<file path="src/rtl/addsub_pkg.sv">
// Shared types and helpers for the digit-serial adder/subtractor.
package addsub_pkg;

   typedef enum logic [1:0] {IDLE, RUN, DONE} state_t;

   localparam logic MODE_ADD = 1'b1;
   localparam logic MODE_SUB = 1'b0;

   // Digit counter width; one spare bit keeps the terminal count representable.
   function automatic int cnt_width(input int width, input int digit);
      return $clog2(width / digit) + 1;
   endfunction

endpackage

</file>
<file path="src/rtl/addsub_digit.sv">
// Combinational DIGIT-bit ripple adder slice; msb_cin exists only with ADDSUB_FLAGS_EN.
module addsub_digit #(
   parameter int DIGIT = 1
) (
   input  logic [DIGIT-1:0] a,
   input  logic [DIGIT-1:0] b,
   input  logic             cin,
   output logic [DIGIT-1:0] s,
   output logic             cout
`ifdef ADDSUB_FLAGS_EN
   ,
   output logic             msb_cin
`endif
);

   always_comb begin : ripple
      logic c;
      s = '0;
      c = cin;
`ifdef ADDSUB_FLAGS_EN
      msb_cin = 1'b0;
`endif
      for (int i = 0; i < DIGIT; i++) begin
`ifdef ADDSUB_FLAGS_EN
         // The last iteration leaves the carry entering the top bit.
         msb_cin = c;
`endif
         s[i] = a[i] ^ b[i] ^ c;
         c    = (a[i] & b[i]) | (c & (a[i] ^ b[i]));
      end
      cout = c;
   end

endmodule

</file>
<file path="src/rtl/serial_addsub.sv">
// Digit-serial WIDTH-bit adder/subtractor with valid/ready handshake.
// Optional ovf/zero flags when ADDSUB_FLAGS_EN is defined.
module serial_addsub
   import addsub_pkg::*;
#(
   parameter int WIDTH = 8,
   parameter int DIGIT = 1
) (
   input  logic             clk,
   input  logic             rst_n,
   input  logic             start,
   input  logic [WIDTH-1:0] a_in,
   input  logic [WIDTH-1:0] b_in,
   input  logic             a_ns,
   output logic             ready,
   output logic             res_valid,
   input  logic             res_ack,
   output logic [WIDTH-1:0] result,
   output logic             cout
`ifdef ADDSUB_FLAGS_EN
   ,
   output logic             ovf,
   output logic             zero
`endif
);

   localparam int NDIG = WIDTH / DIGIT;
   localparam int CW   = cnt_width(WIDTH, DIGIT);

   if (WIDTH < 2 || DIGIT < 1 || (WIDTH % DIGIT) != 0) begin : g_param_check
      $error("serial_addsub: WIDTH must be >= 2 and a multiple of DIGIT");
   end

   state_t                 state, state_next;
   logic [WIDTH-1:0]       a_sh, b_sh;
   logic                   carry;
   logic [CW-1:0]          cnt;
   logic [DIGIT-1:0]       sum_d;
   logic                   carry_d;
   logic                   last_digit;
   logic [WIDTH+DIGIT-1:0] res_cat;
`ifdef ADDSUB_FLAGS_EN
   logic                   msb_cin_d;
`endif

   assign last_digit = (cnt == CW'(NDIG - 1));
   assign res_cat    = {sum_d, result};

   // NOTE: every flop is written with <= so all registers update from pre-edge values.
   always_ff @(posedge clk or negedge rst_n) begin
      if (!rst_n) state <= IDLE;
      else        state <= state_next;
   end

   // NOTE: defaulting state_next first keeps this block free of inferred latches.
   always_comb begin
      state_next = state;
      case (state)
         IDLE:    if (start)      state_next = RUN;
         RUN:     if (last_digit) state_next = DONE;
         DONE:    if (res_ack)    state_next = IDLE;
         default:                 state_next = IDLE;
      endcase
   end

   always_comb begin
      ready     = (state == IDLE);
      res_valid = (state == DONE);
   end

   addsub_digit #(.DIGIT(DIGIT)) u_digit (
      .a    (a_sh[DIGIT-1:0]),
      .b    (b_sh[DIGIT-1:0]),
      .cin  (carry),
      .s    (sum_d),
      .cout (carry_d)
`ifdef ADDSUB_FLAGS_EN
      ,
      .msb_cin (msb_cin_d)
`endif
   );

   always_ff @(posedge clk or negedge rst_n) begin
      if (!rst_n) begin
         a_sh   <= '0;
         b_sh   <= '0;
         carry  <= 1'b0;
         cnt    <= '0;
         result <= '0;
         cout   <= 1'b0;
`ifdef ADDSUB_FLAGS_EN
         ovf    <= 1'b0;
         zero   <= 1'b0;
`endif
      end else if (state == IDLE && start) begin
         // Subtract is A + ~B + 1: invert B here and seed the carry with 1.
         a_sh  <= a_in;
         b_sh  <= (a_ns == MODE_ADD) ? b_in : ~b_in;
         carry <= (a_ns != MODE_ADD);
         cnt   <= '0;
      end else if (state == RUN) begin
         a_sh   <= a_sh >> DIGIT;
         b_sh   <= b_sh >> DIGIT;
         carry  <= carry_d;
         cnt    <= cnt + CW'(1);
         result <= res_cat[WIDTH+DIGIT-1:DIGIT];
         if (last_digit) begin
            cout <= carry_d;
`ifdef ADDSUB_FLAGS_EN
            ovf  <= msb_cin_d ^ carry_d;
            zero <= (res_cat[WIDTH+DIGIT-1:DIGIT] == '0);
`endif
         end
      end
   end

endmodule

</file>
<file path="config.mk">
export PLATFORM = sky130hd
export DESIGN_NAME = serial_addsub
export DESIGN_NICKNAME = d
export VERILOG_FILES = /design/src/rtl/addsub_pkg.sv /design/src/rtl/addsub_digit.sv /design/src/rtl/serial_addsub.sv
export SDC_FILE = /design/constraint.sdc
export NUM_CORES = 1
export LEC_CHECK = 0
export BUFFER_PORTS_ARGS = -buffer_cell sky130_fd_sc_hd__buf_2
export CAP_MARGIN = 20
export CORE_MARGIN = 5
export CORE_UTILIZATION = 56
export CTS_CLUSTER_SIZE = 8
export DETAILED_ROUTE_END_ITERATION = 12
export HOLD_SLACK_MARGIN = 0.1
export MAX_ROUTING_LAYER = met4
export PLACE_DENSITY_LB_ADDON = 0.12
export SETUP_SLACK_MARGIN = 0.15
export SLEW_MARGIN = 20
export SYNTH_ARGS = -nofsm -noshare
export SYNTH_HDL_FRONTEND = slang
export SYNTH_SLANG_ARGS = --single-unit
</file>
<file path="constraint.sdc">
create_clock -name clk -period 2.4 [get_ports clk]
set_clock_uncertainty 0.2 [all_clocks]
set_input_delay 0.36 -clock clk [delete_from_list [all_inputs] [get_ports clk]]
set_output_delay 0.36 -clock clk [all_outputs]
set_load 0.02 [all_outputs]
</file>
After elaboration in Yosys (flattened, before gate mapping)
Index checks and enable logic that the tools add are counted.
{"block": "op_classes", "n_addsub": 1, "eq_ne": 6, "muxes": 13, "bitwise": 8, "n_reduce_logical": 6}
{"cell": "two-way mux 8 bit", "count": 5}
{"cell": "two-way mux 4 bit", "count": 2}
{"cell": "NOT 8 bit", "count": 1}
{"cell": "two-way mux 2 bit", "count": 3}
{"cell": "case mux 2 bit (3 select lines)", "count": 1}
{"cell": "AND reduction 3 bit", "count": 2}
{"cell": "adder 4 x 1 -> 4 bit (second input constant)", "count": 1}
{"cell": "== test 4 x 3 -> 1 bit (second input constant)", "count": 1}
{"cell": "!= test 2 bit (second input constant)", "count": 2}
{"cell": "bitwise AND 1 bit", "count": 2}
{"cell": "== test 2 x 1 -> 1 bit (second input constant)", "count": 1}
{"cell": "== test 2 bit (second input constant)", "count": 1}
{"cell": "zero test 2 bit", "count": 1}
{"cell": "two-way mux 1 bit", "count": 2}
{"cell": "!= test 2 x 1 -> 1 bit (second input constant)", "count": 1}
{"cell": "NOT 1 bit", "count": 2}
{"cell": "AND reduction 2 bit", "count": 1}
{"cell": "nonzero test 2 bit", "count": 1}
{"cell": "XOR 1 bit", "count": 2}
{"cell": "logical AND 1 bit", "count": 1}
{"cell": "OR 1 bit", "count": 1}
{"block": "totals", "reg_bits": 32, "inputBits": 21, "out_inout_bits": 11, "word_cells": 41}

Longest topological paths before layout
Gate-level depths: netlist (run 1).
{"block": "logic_depth", "word_depth": 5, "depth_mapped": 6, "mapped_depth_nobuf": 4}

Hierarchy
From an unflattened synthesis (run 1), not the netlist that was laid out.
{"block": "hier_totals", "cells_unflattened": 141, "area_unflattened_um2": 1437.6}
{"mod": "serial_addsub", "instances": 1, "cells_each": 140, "area_per_inst_um2": 1417.6, "seq_area_each_um2": 800.8}
{"mod": "addsub_digit", "instances": 1, "cells_each": 1, "area_per_inst_um2": 20.0, "seq_area_each_um2": 0.0}

Worst setup path before layout (run 1)
No wires, ideal clock.
{"block": "synth_timing", "path_kind": "flip-flop to flip-flop", "start": "register state[0]", "end": "register b_sh[5]", "setup_time_ns": 0.126, "t_arrival_ns": 1.267, "t_required_ns": 2.074, "slack_ns": 0.806, "path_stages_with_launch": 6, "path_buffers": 3, "period_less_slack_ns": 1.594, "cell_sequence": "dfrtp_1 -> buf_6 -> nor2b_1 -> buf_2 -> buf_2 -> a221o_2"}
{"block": "synth_via", "elab_chain_cells": 3, "word_cells_on_any_way": 5, "cone_classes": "eq/ne (1); mux (1); reduce/logical (3)"}
{"element": "from (decl)", "line_no": "serial_addsub.sv:34", "source": "state_t state, state_next;"}
{"element": "from (signal assigned)", "line_no": "serial_addsub.sv:52", "source": "else state <= state_next;"}
{"element": "zero test 2 bit", "line_no": "serial_addsub.sv:95", "source": "end else if (state == IDLE && start) begin"}
{"element": "logical AND 1 bit", "line_no": "serial_addsub.sv:95"}
{"element": "two-way mux 8 bit or nonzero test 2 bit (tied branches)"}
{"element": "to (signal assigned)", "line_no": "serial_addsub.sv:98", "source": "b_sh <= (a_ns == MODE_ADD) ? b_in : ~b_in;"}
{"element": "to (signal assigned)", "line_no": "serial_addsub.sv:103", "source": "b_sh <= b_sh >> DIGIT;"}
{"element": "to (decl)", "line_no": "serial_addsub.sv:35", "source": "logic [WIDTH-1:0] a_sh, b_sh;"}
Several ways; a longest one is shown, not always the timed one.
A chain may end at the register's enable or synchronous reset.

Worst setup path in the final report (run 1)
{"block": "layout_timing", "start": "register state[0]", "end": "register b_sh[6]"}
Same word-level chain as after synthesis.

==> results of run 1 <==
[metrics by stage]
stage | total power [uW] | utilization, %
after floorplan | 1470 | -
after global placement | 1630 | 63.8
after detailed placement | 1670 | 63.8
after CTS | 2010 | 70.4
after global routing | 2170 | 70.4
final | 1980 | 70.4
[layout make-up]
type / count / area, um^2 / share of cell area, %
flip-flops and latches: 32 / 801 / 45.9
multi-input cells: 99 / 577 / 33.1
repair buffers: 42 / 263 / 15.1
clock buffers: 6 / 51.3 / 2.94
well taps: 30 / 37.5 / 2.15
clock inverters: 2 / 10.0 / 0.574
inverters: 1 / 3.75 / 0.215
[placed cells by master (no fill, tap or decap), drive strengths merged, types with 2 or more instances in the layout]
cell | synthesis | layout
a221o | 8 | 8
a22oi | 7 | 7
buf | 8 | 32
clkbuf | 1 | 6
clkinv | 0 | 2
dfrtp | 32 | 32
dlygate4sd3 | 0 | 10
nand2 | 45 | 45
nand2b | 2 | 2
nand3 | 4 | 4
nor2 | 9 | 9
o21ai | 5 | 5
xor2 | 8 | 8
[how the worst max path moves through the flow]
stage                                to  depth (start not counted)  slack [ps]            startpoint
floorplan           b_sh[5]$_DFFE_PN0P_                          5         810  state[0]$_DFFE_PN0P_
global placement    b_sh[5]$_DFFE_PN0P_                          3         540                 start
detailed placement  b_sh[6]$_DFFE_PN0P_                          2         530  state[0]$_DFFE_PN0P_
CTS                 b_sh[6]$_DFFE_PN0P_                          2         500  state[0]$_DFFE_PN0P_
global route        b_sh[6]$_DFFE_PN0P_                          2         380  state[0]$_DFFE_PN0P_
finish              b_sh[6]$_DFFE_PN0P_                          2         490  state[0]$_DFFE_PN0P_
[kinds of logic after synthesis]
kind of cell | share of synthesized area (%)
AO/OA/AOI/OAI | 11.7
XOR/XNOR | 4.87
adder cells (fa/ha/maj) | 2.26
buffers and inverters | 4.18
flip-flops | 55.7
multiplexers | 1.48
AND/OR/NAND/NOR | 19.8
[tightest hold or removal path: cells and delay by family]
kind | cells | cell delay (ps)
AO/OA/AOI/OAI | 1 | 120
XOR/XNOR | 1 | 50
buffers and inverters | 1 | 80
[state kept, by name, indices dropped and copies added (netlist names)]
signal and count:
carry 1, cout 1, state 2, result 8
cnt 4, b_sh 8, a_sh 8
[what timing repair did]
| item | 4_1_cts | 5_1_grt |
|---|---|---|
| hold buffers | 10 | 0 |
| endpoints found under the setup margin | 0 | 0 |
| hold endpoints to repair | 41 | 0 |
| buffers inserted | 0 | 0 |
[routing by layer]
| metal | vias up | share of wire [%] | global-route usage [%] |
|---|---|---|---|
| li1 | 555 | - | - |
| met1 | 546 | 44 | 25.1 |
| met2 | 33 | 50 | 30.4 |
| met3 | 4 | 5.1 | 6.60 |
| met4 | 0 | 1.2 | 5.57 |
| met5 | - | 0 | - |
[Yosys cell counts (2+ instances only)]
library cell,number
nand3_1,4
o21ai_0,4
a22oi_1,7
nor2_1,9
nand2b_1,2
a221o_1,6
xor2_1,8
buf_2,6
a221o_2,2
dfrtp_1,32
buf_6,2
nand2_1,45
[power groups by stage]
stage | clock network (uW) | logic (uW) | registers, uW
finish | 317 | 753 | 913
global route | 352 | 868 | 952
CTS | 329 | 765 | 914
detailed placement | 0 | 753 | 920
global placement | 0 | 716 | 909
floorplan | 0 | 514 | 953
==> metrics.cfg, run 1 <==
[sta]
rsz0062_at_grt=false
slew_violations=0
worst_slew_pin_slew_ps=1070
max_freq_mhz=523
final.setup.worst_slack_ps=488
period_share_pct=79.7
fin_tns_setup_ps=0
setup_viol=0
slew_headroom_pct=28.8
period_minus_slack_ps=1910
hold_viol_final=0
timing.hold.ws_ps=127

[cts]
clk_latency_ps=330
cts_tree=yes
cts_buffers=5
cts_resized=0
cts_sinks=32
cts_root_buffer=clkbuf_4
clk_path_buf_depth=2
path_clk_slew_ps=110
htreeDepth=2

[hold_path]
hold_end=b_sh[7]$_DFFE_PN0P_
min_path_type=input port to register
worstHoldStart=b_in[7]
holdPathStages=3

[final_layout]
finalNonFillerCells=212
diodes=0
area_growth_pct=21.2
nFillCells=186
drive_gt1_share_pct=24.2
num-nets-final=204
stdcell_area_um2=1740

[global_route]
antenna_found_initial=0
grt_start_max_net_pins=33
grt_pass1_wl_mm=5.18
grt.total_usage_pct=19.8
grt-ovfl-total=0
grt_pass1_vias=1142

[pwr]
combPwrFrac_pct=38.0
leakage_uw=0.000927
seqPwrFrac_pct=46.0
power.internal_uw=1200
switching_share_pct=39.6
p_per_area_nw_per_um2=1140
switching_power_uw=786
vdd_ir_drop_max_v=0.000698
p_clk_share_pct=16.0

[place]
io_buffer_count=31
gp_congestion=0.724
place_ws_ps=529
dp.cells=194
place_area_um2=1580
dp_hpwl_mm=1.97

[worst_setup_path]
critPathKind=register to register
crit_chain=o21bai_1 > a221o_2
arrival_ps=1970
critical_path.top_delay_family=compound AO/OA/AOI/OAI gates
r2r_cells=2
cp-start-kind=register
rr_endpoint=b_sh[6]$_DFFE_PN0P_
r2r-start=state[0]$_DFFE_PN0P_
slowest_stage=o21bai_1
endpoint_kind=register
worstPathRequired_ps=2460
path_max_fanout=16
slowest_delay_ps=870
critical_path_buf_inv_count=0
reg2reg_slack_ps=490

[yosys]
yosysTopAreaCell=dfrtp_1
synth_edf_count=0
yosys_warnings=0
synthFlopType=dfrtp_1
synth-seq-cells=32
synth.area.top_cells=dfrtp_1 56%, nand2_1 12%, xor2_1 4.9%
async_reset_ff_share_pct=100
yosysSeqAreaShare_pct=55.7
synthesis.area_um2=1440
avgSynthCellArea_um2=10.2
post_synth_num_cell_types=26
synth_fp_nets=164
synth_top_area_share_pct=55.7
synthCells=141

[die]
core-area_um2=2480
ios=32
start_util_pct=58.0
dieArea_um2=3680
die_h_um=60.7
die_w_um=60.7
fp-row-count=18

[detailed_routing]
drtIter0Drc=57
vias=1138
drc=0
dr.pass1.iters=4
drt-total-wl_mm=2.89
wl_per_cell_um=13.6
final_antenna_net_count=0
routed_via_density=5.37

[flow_run]
cap_violations=0

[run_status]
outcome=completed

(Power assumes the default switching activity.)
==> run 2, diff against run 1 <==
- CORE_UTILIZATION: 56 -> 47
- clock period: 2.4 -> 1.6 ns (I/O delays scaled with it)
==> run 2 against run 1 <==
Effect of this change: the flow now finishes with violations (setup timing); core utilization rose by 2.1 points; clock power rose by 56%; critical path depth rose by 2; first-iteration DRC count rose by 8.8%; sequential cell count did not move; power rose by 83%; clock-buffer cell count did not move; sequential power rose by 50%; register-to-register slack got worse by 500 ps; via count rose by 10%; cell count rose by 13%; combinational power rose by 130%.
==> metrics.cfg, run 2 (synthesized netlist as in run 1, its figures left out) <==
[pwr]
p_per_area_nw_per_um2=1670
switching_power_uw=1440
switching_share_pct=39.7
power.internal_uw=2180
total_power_uw=3620
p_clk_share_pct=13.6
seqPwrFrac_pct=37.9
leakage_uw=0.00108
combPwrFrac_pct=48.5
vdd_ir_drop_max_v=0.000875

[final_layout]
area_growth_pct=51.3
drive_gt1_share_pct=45.6
layout_commonest_cell=nand2_1
num-nets-final=228
top_regs=a_sh x8, b_sh x8, result x8
finalNonFillerCells=239
diodes=0
final_cell_mix=40 x nand2_1, 31 x dfrtp_1, 29 x buf_2

[detailed_routing]
routed_via_density=5.24
drtIter0Drc=62
vias=1252
dr.pass1.iters=4
drc=0
wl_per_cell_um=15.0
final_antenna_net_count=0
drt-total-wl_mm=3.59

[cts]
htreeDepth=2
cts_sinks=32
cts_buffers=5
clk_path_buf_depth=2
path_clk_slew_ps=90
cts_root_buffer=clkbuf_4
cts_tree=yes
clk_latency_ps=340

[hold_path]
worstHoldStart=b_in[0]
min_path_type=input port to register

[die]
die_h_um=65.3
dieArea_um2=4260
core-area_um2=3000
start_util_pct=47.9
die_w_um=65.3
ios=32
fp-row-count=20

[sta]
period_minus_slack_ps=1620
fin_tns_setup_ps=-26.7
max_freq_mhz=617
final.setup.worst_slack_ps=-21.0
setup_viol=2
rsz0062_at_grt=true
hold_viol_final=0
slew_headroom_pct=73.0
worst_slew_pin_slew_ps=405
slew_violations=0
period_share_pct=101

[worst_setup_path]
reg2reg_slack_ps=-10
crit_path_start=state[0]$_DFFE_PN0P_
arrival_ps=1180
cp-start-kind=register
path_max_fanout=6
critPathKind=register to output port
slowest_stage=dfrtp_1
crit_chain=buf_6 > nand2b_4 > inv_4 > buf_6
critical_path_buf_inv_count=3
critical_path.top_delay_family=flip-flops
slowest_delay_ps=400
path_common_cell=buf_6
r2r-start=state[1]$_DFFE_PN0P_
worstPathRequired_ps=1160
endpoint_kind=output port

[global_route]
grt-ovfl-total=0
grt.total_usage_pct=18.4
gr-max-usage-layer=met2
antenna_found_initial=0
grt_use_met2_pct=29.3
grt_start_max_net_pins=33
grt_pass1_wl_mm=5.84
grtUsageMet3_pct=5.13
grt_use_met1_pct=22.1
grt_pass1_vias=1273

[run_status]
outcome=complete, but fails checks
failed_checks=setup timing

[place]
gp_congestion=0.734
dp.cells=205
dp_hpwl_mm=2.07
io_buffer_count=31
place_ws_ps=16.8

[flow_run]
cap_violations=0

## run 2: cell types whose count changed in the layout (fill, tap and decap cells not counted), moves of 6 or more
cell,before,now
buf_4,1,12
nor2_1,9,1
a22oi_2,0,7
dlygate4sd3_1,10,17
a22oi_1,7,0
buf_6,0,6
nor2_4,0,8
## run 2: path summary, 6_finish.rpt
kind / endpoint / depth (start not counted)
max in group asynchronous: state[1]$_DFFE_PN0P_ / 3
hold / removal: b_sh[0]$_DFFE_PN0P_ / 4
setup reg to reg: b_sh[0]$_DFFE_PN0P_ / 4
min in group asynchronous: cnt[1]$_DFFE_PN0P_ / 3
hold reg to reg: result[0]$_DFFE_PN0P_ / 2
setup / recovery: res_valid / 4
## run 2: layer usage
layer / up-vias / wire (um)
li1: 606 / -
met2: 29 / 1920
met4: 0 / 78
met5: - / 0
met3: 11 / 135
met1: 606 / 1460
## run 2: area by class of cell
type,instances,area [um^2]
clock buffers,6,51.3
clock inverters,2,10.0
fillers,232,828
inverters,1,6.26
multi-input cells,99,756
flip-flops and latches,32,802
well taps,33,41.3
repair buffers,66,508
## run 2: worst min-delay path, stage by stage
cell,delay (ps)
buf_2,80
xor2_1,80
nor2_4,110
a221o_1,110
## run 2: what timing repair did
action,in CTS,in global routing
endpoints found under the hold margin,48,0
resized for setup,25,32
hold buffers,17,0
setup buffers,6,2
gates cloned,1,0
setup endpoints to repair,25,25
pin swaps,9,10
## run 2: metrics by stage
step | area (um^2) | hold slack, ps | utilization, %
floorplan | 1470 | -256 | -
global placement | 1660 | 81.7 | 55.4
detailed placement | 1660 | 85.0 | 55.4
CTS | 2020 | 113 | 67.4
global route | 2170 | 141 | 72.4
finish | 2170 | 133 | 72.4
## run 2: power by group through the flow
stage | Combinational (uW) | Clock [uW] | Sequential (uW)
CTS | 1520 | 504 | 1350
floorplan | 826 | 0 | 1440
global route | 1930 | 550 | 1410
finish | 1760 | 495 | 1370
detailed placement | 1260 | 0 | 1370
global placement | 1240 | 0 | 1360
==> run 3, diff against run 2 <==
- RECOVER_POWER: unset -> 50
==> run 3 against run 2 <==
Effect of this change: fmax about the same; the flow still finishes with violations (setup timing); non-clock buffer count stayed put; global-route usage unchanged.
==> metrics.cfg, run 3 (synthesized netlist as in run 1, its figures left out) <==
[pwr]
leakage_uw=0.00108
total_power_uw=3620
vdd_ir_drop_max_v=0.000873
p_per_area_nw_per_um2=1670

[global_route]
grt_pass1_wl_mm=5.84
grt_pass1_vias=1273
grt.total_usage_pct=18.4
grt_start_max_net_pins=33
antenna_found_initial=0
grt-ovfl-total=0

[die]
die_w_um=65.3
ios=32
die_h_um=65.3
core-area_um2=3000
fp-row-count=20
start_util_pct=47.9
dieArea_um2=4260

[worst_setup_path]
path_max_fanout=6
worstPathRequired_ps=1160
critical_path_buf_inv_count=3
r2r_cells=4
critical_path.top_delay_family=flip-flops
slowest_delay_ps=400
critPathKind=register to output port
cp.depth=4
endpoint_kind=output port
slowest_stage=dfrtp_1
path_common_cell=buf_6
cp-start-kind=register
crit_chain=buf_6 > nand2b_4 > inv_4 > buf_6
arrival_ps=1180

[sta]
period_minus_slack_ps=1620
max_freq_mhz=617
setup_viol=2
timing.hold.ws_ps=138
final.setup.worst_slack_ps=-19.7
fin_tns_setup_ps=-30.7
slew_headroom_pct=48.0
rsz0062_at_grt=true
slew_violations=0
hold_viol_final=0
period_share_pct=101
worst_slew_pin_slew_ps=780

[cts]
cts_buffers=5
htreeDepth=2
cts_tree=yes
clk_latency_ps=330
cts_sinks=32
clk_path_buf_depth=2
path_clk_slew_ps=90
cts_root_buffer=clkbuf_4

[detailed_routing]
dr.pass1.iters=4
routed_via_density=5.24
drc=0
drtIter0Drc=49
vias=1253
wl_per_cell_um=15.0
final_antenna_net_count=0
drt-total-wl_mm=3.58

[final_layout]
diodes=0
top_regs=a_sh x8, b_sh x8, result x8
layout_commonest_cell=nand2_1
num-nets-final=228
area_growth_pct=51.1
regArea_um2=802
final_cell_mix=40 x nand2_1, 31 x dfrtp_1, 29 x buf_2
nFillCells=233
multiInputGateArea_um2=756
drive_gt1_share_pct=45.6

[hold_path]
holdPathStages=4
min_path_type=input port to register

[place]
io_buffer_count=31
dp_hpwl_mm=2.07
gp_congestion=0.734

[run_status]
failed_checks=setup timing
outcome=complete, but fails checks

[flow_run]
cap_violations=0

-- run 3: worst register-to-register path, stage by stage (launching register included) --
cell and delay, ps:
dfrtp_2 510, or3b_4 460, buf_12 170, nor2_4 80, a221o_1 120
-- run 3: worst paths after layout --
path | endpoint | slack [ps] | start
min reg2reg | result[0]$_DFFE_PN0P_ | 290 | result[0]$_DFFE_PN0P_
max in group asynchronous | state[1]$_DFFE_PN0P_ | 280 | rst_n
max | res_valid | -20 | state[0]$_DFFE_PN0P_
min | b_sh[0]$_DFFE_PN0P_ | 140 | b_in[0]
min in group asynchronous | cnt[2]$_DFFE_PN0P_ | 390 | rst_n
max reg2reg | b_sh[0]$_DFFE_PN0P_ | -10 | state[1]$_DFFE_PN0P_
-- run 3: report_power, final --
group	switching [uW]	internal (uW)	leakage [uW]	total [uW]
clock network	285	209	0.0000380	493
registers	236	1140	0.000409	1370
logic	916	838	0.000633	1750
-- run 3: through the flow --
| stage | util (%) | cells | area, um^2 | setup slack [ps] |
|---|---|---|---|---|
| after floorplan | - | 141 | 1470 | 72.5 |
| after global placement | 55.4 | 205 | 1660 | 30.7 |
| final | 72.3 | 239 | 2170 | -19.7 |
| after global routing | 72.3 | 239 | 2170 | -71.0 |
| after detailed placement | 55.4 | 205 | 1660 | 16.8 |
| after CTS | 67.4 | 237 | 2020 | 18.5 |
-- run 3: what timing repair did --
item | CTS | global route
pin swaps | 9 | 10
hold buffers | 17 | 0
setup buffers | 6 | 2
gates resized for setup | 25 | 32
gates cloned | 1 | 0
endpoints found under the setup margin | 25 | 25
endpoints found under the hold margin | 48 | 0
-- run 3: metal layers --
metal | wire, um | share of wire [%] | track usage [%]
met3 | 135 | 3.8 | 5.13
met1 | 1470 | 41 | 22.1
met2 | 1900 | 53 | 29.3
met5 | 0 | 0 | -
met4 | 78 | 2.2 | 7.51
-- run 3: layout make-up --
type / count / area share [%]
Multi-Input combinational cell: 99 / 34.8
Inverter: 1 / 0.288
Clock inverter: 2 / 0.461
Tap cell: 33 / 1.90
Sequential cell: 32 / 36.9
Clock buffer: 6 / 2.36
Timing Repair Buffer: 66 / 23.3
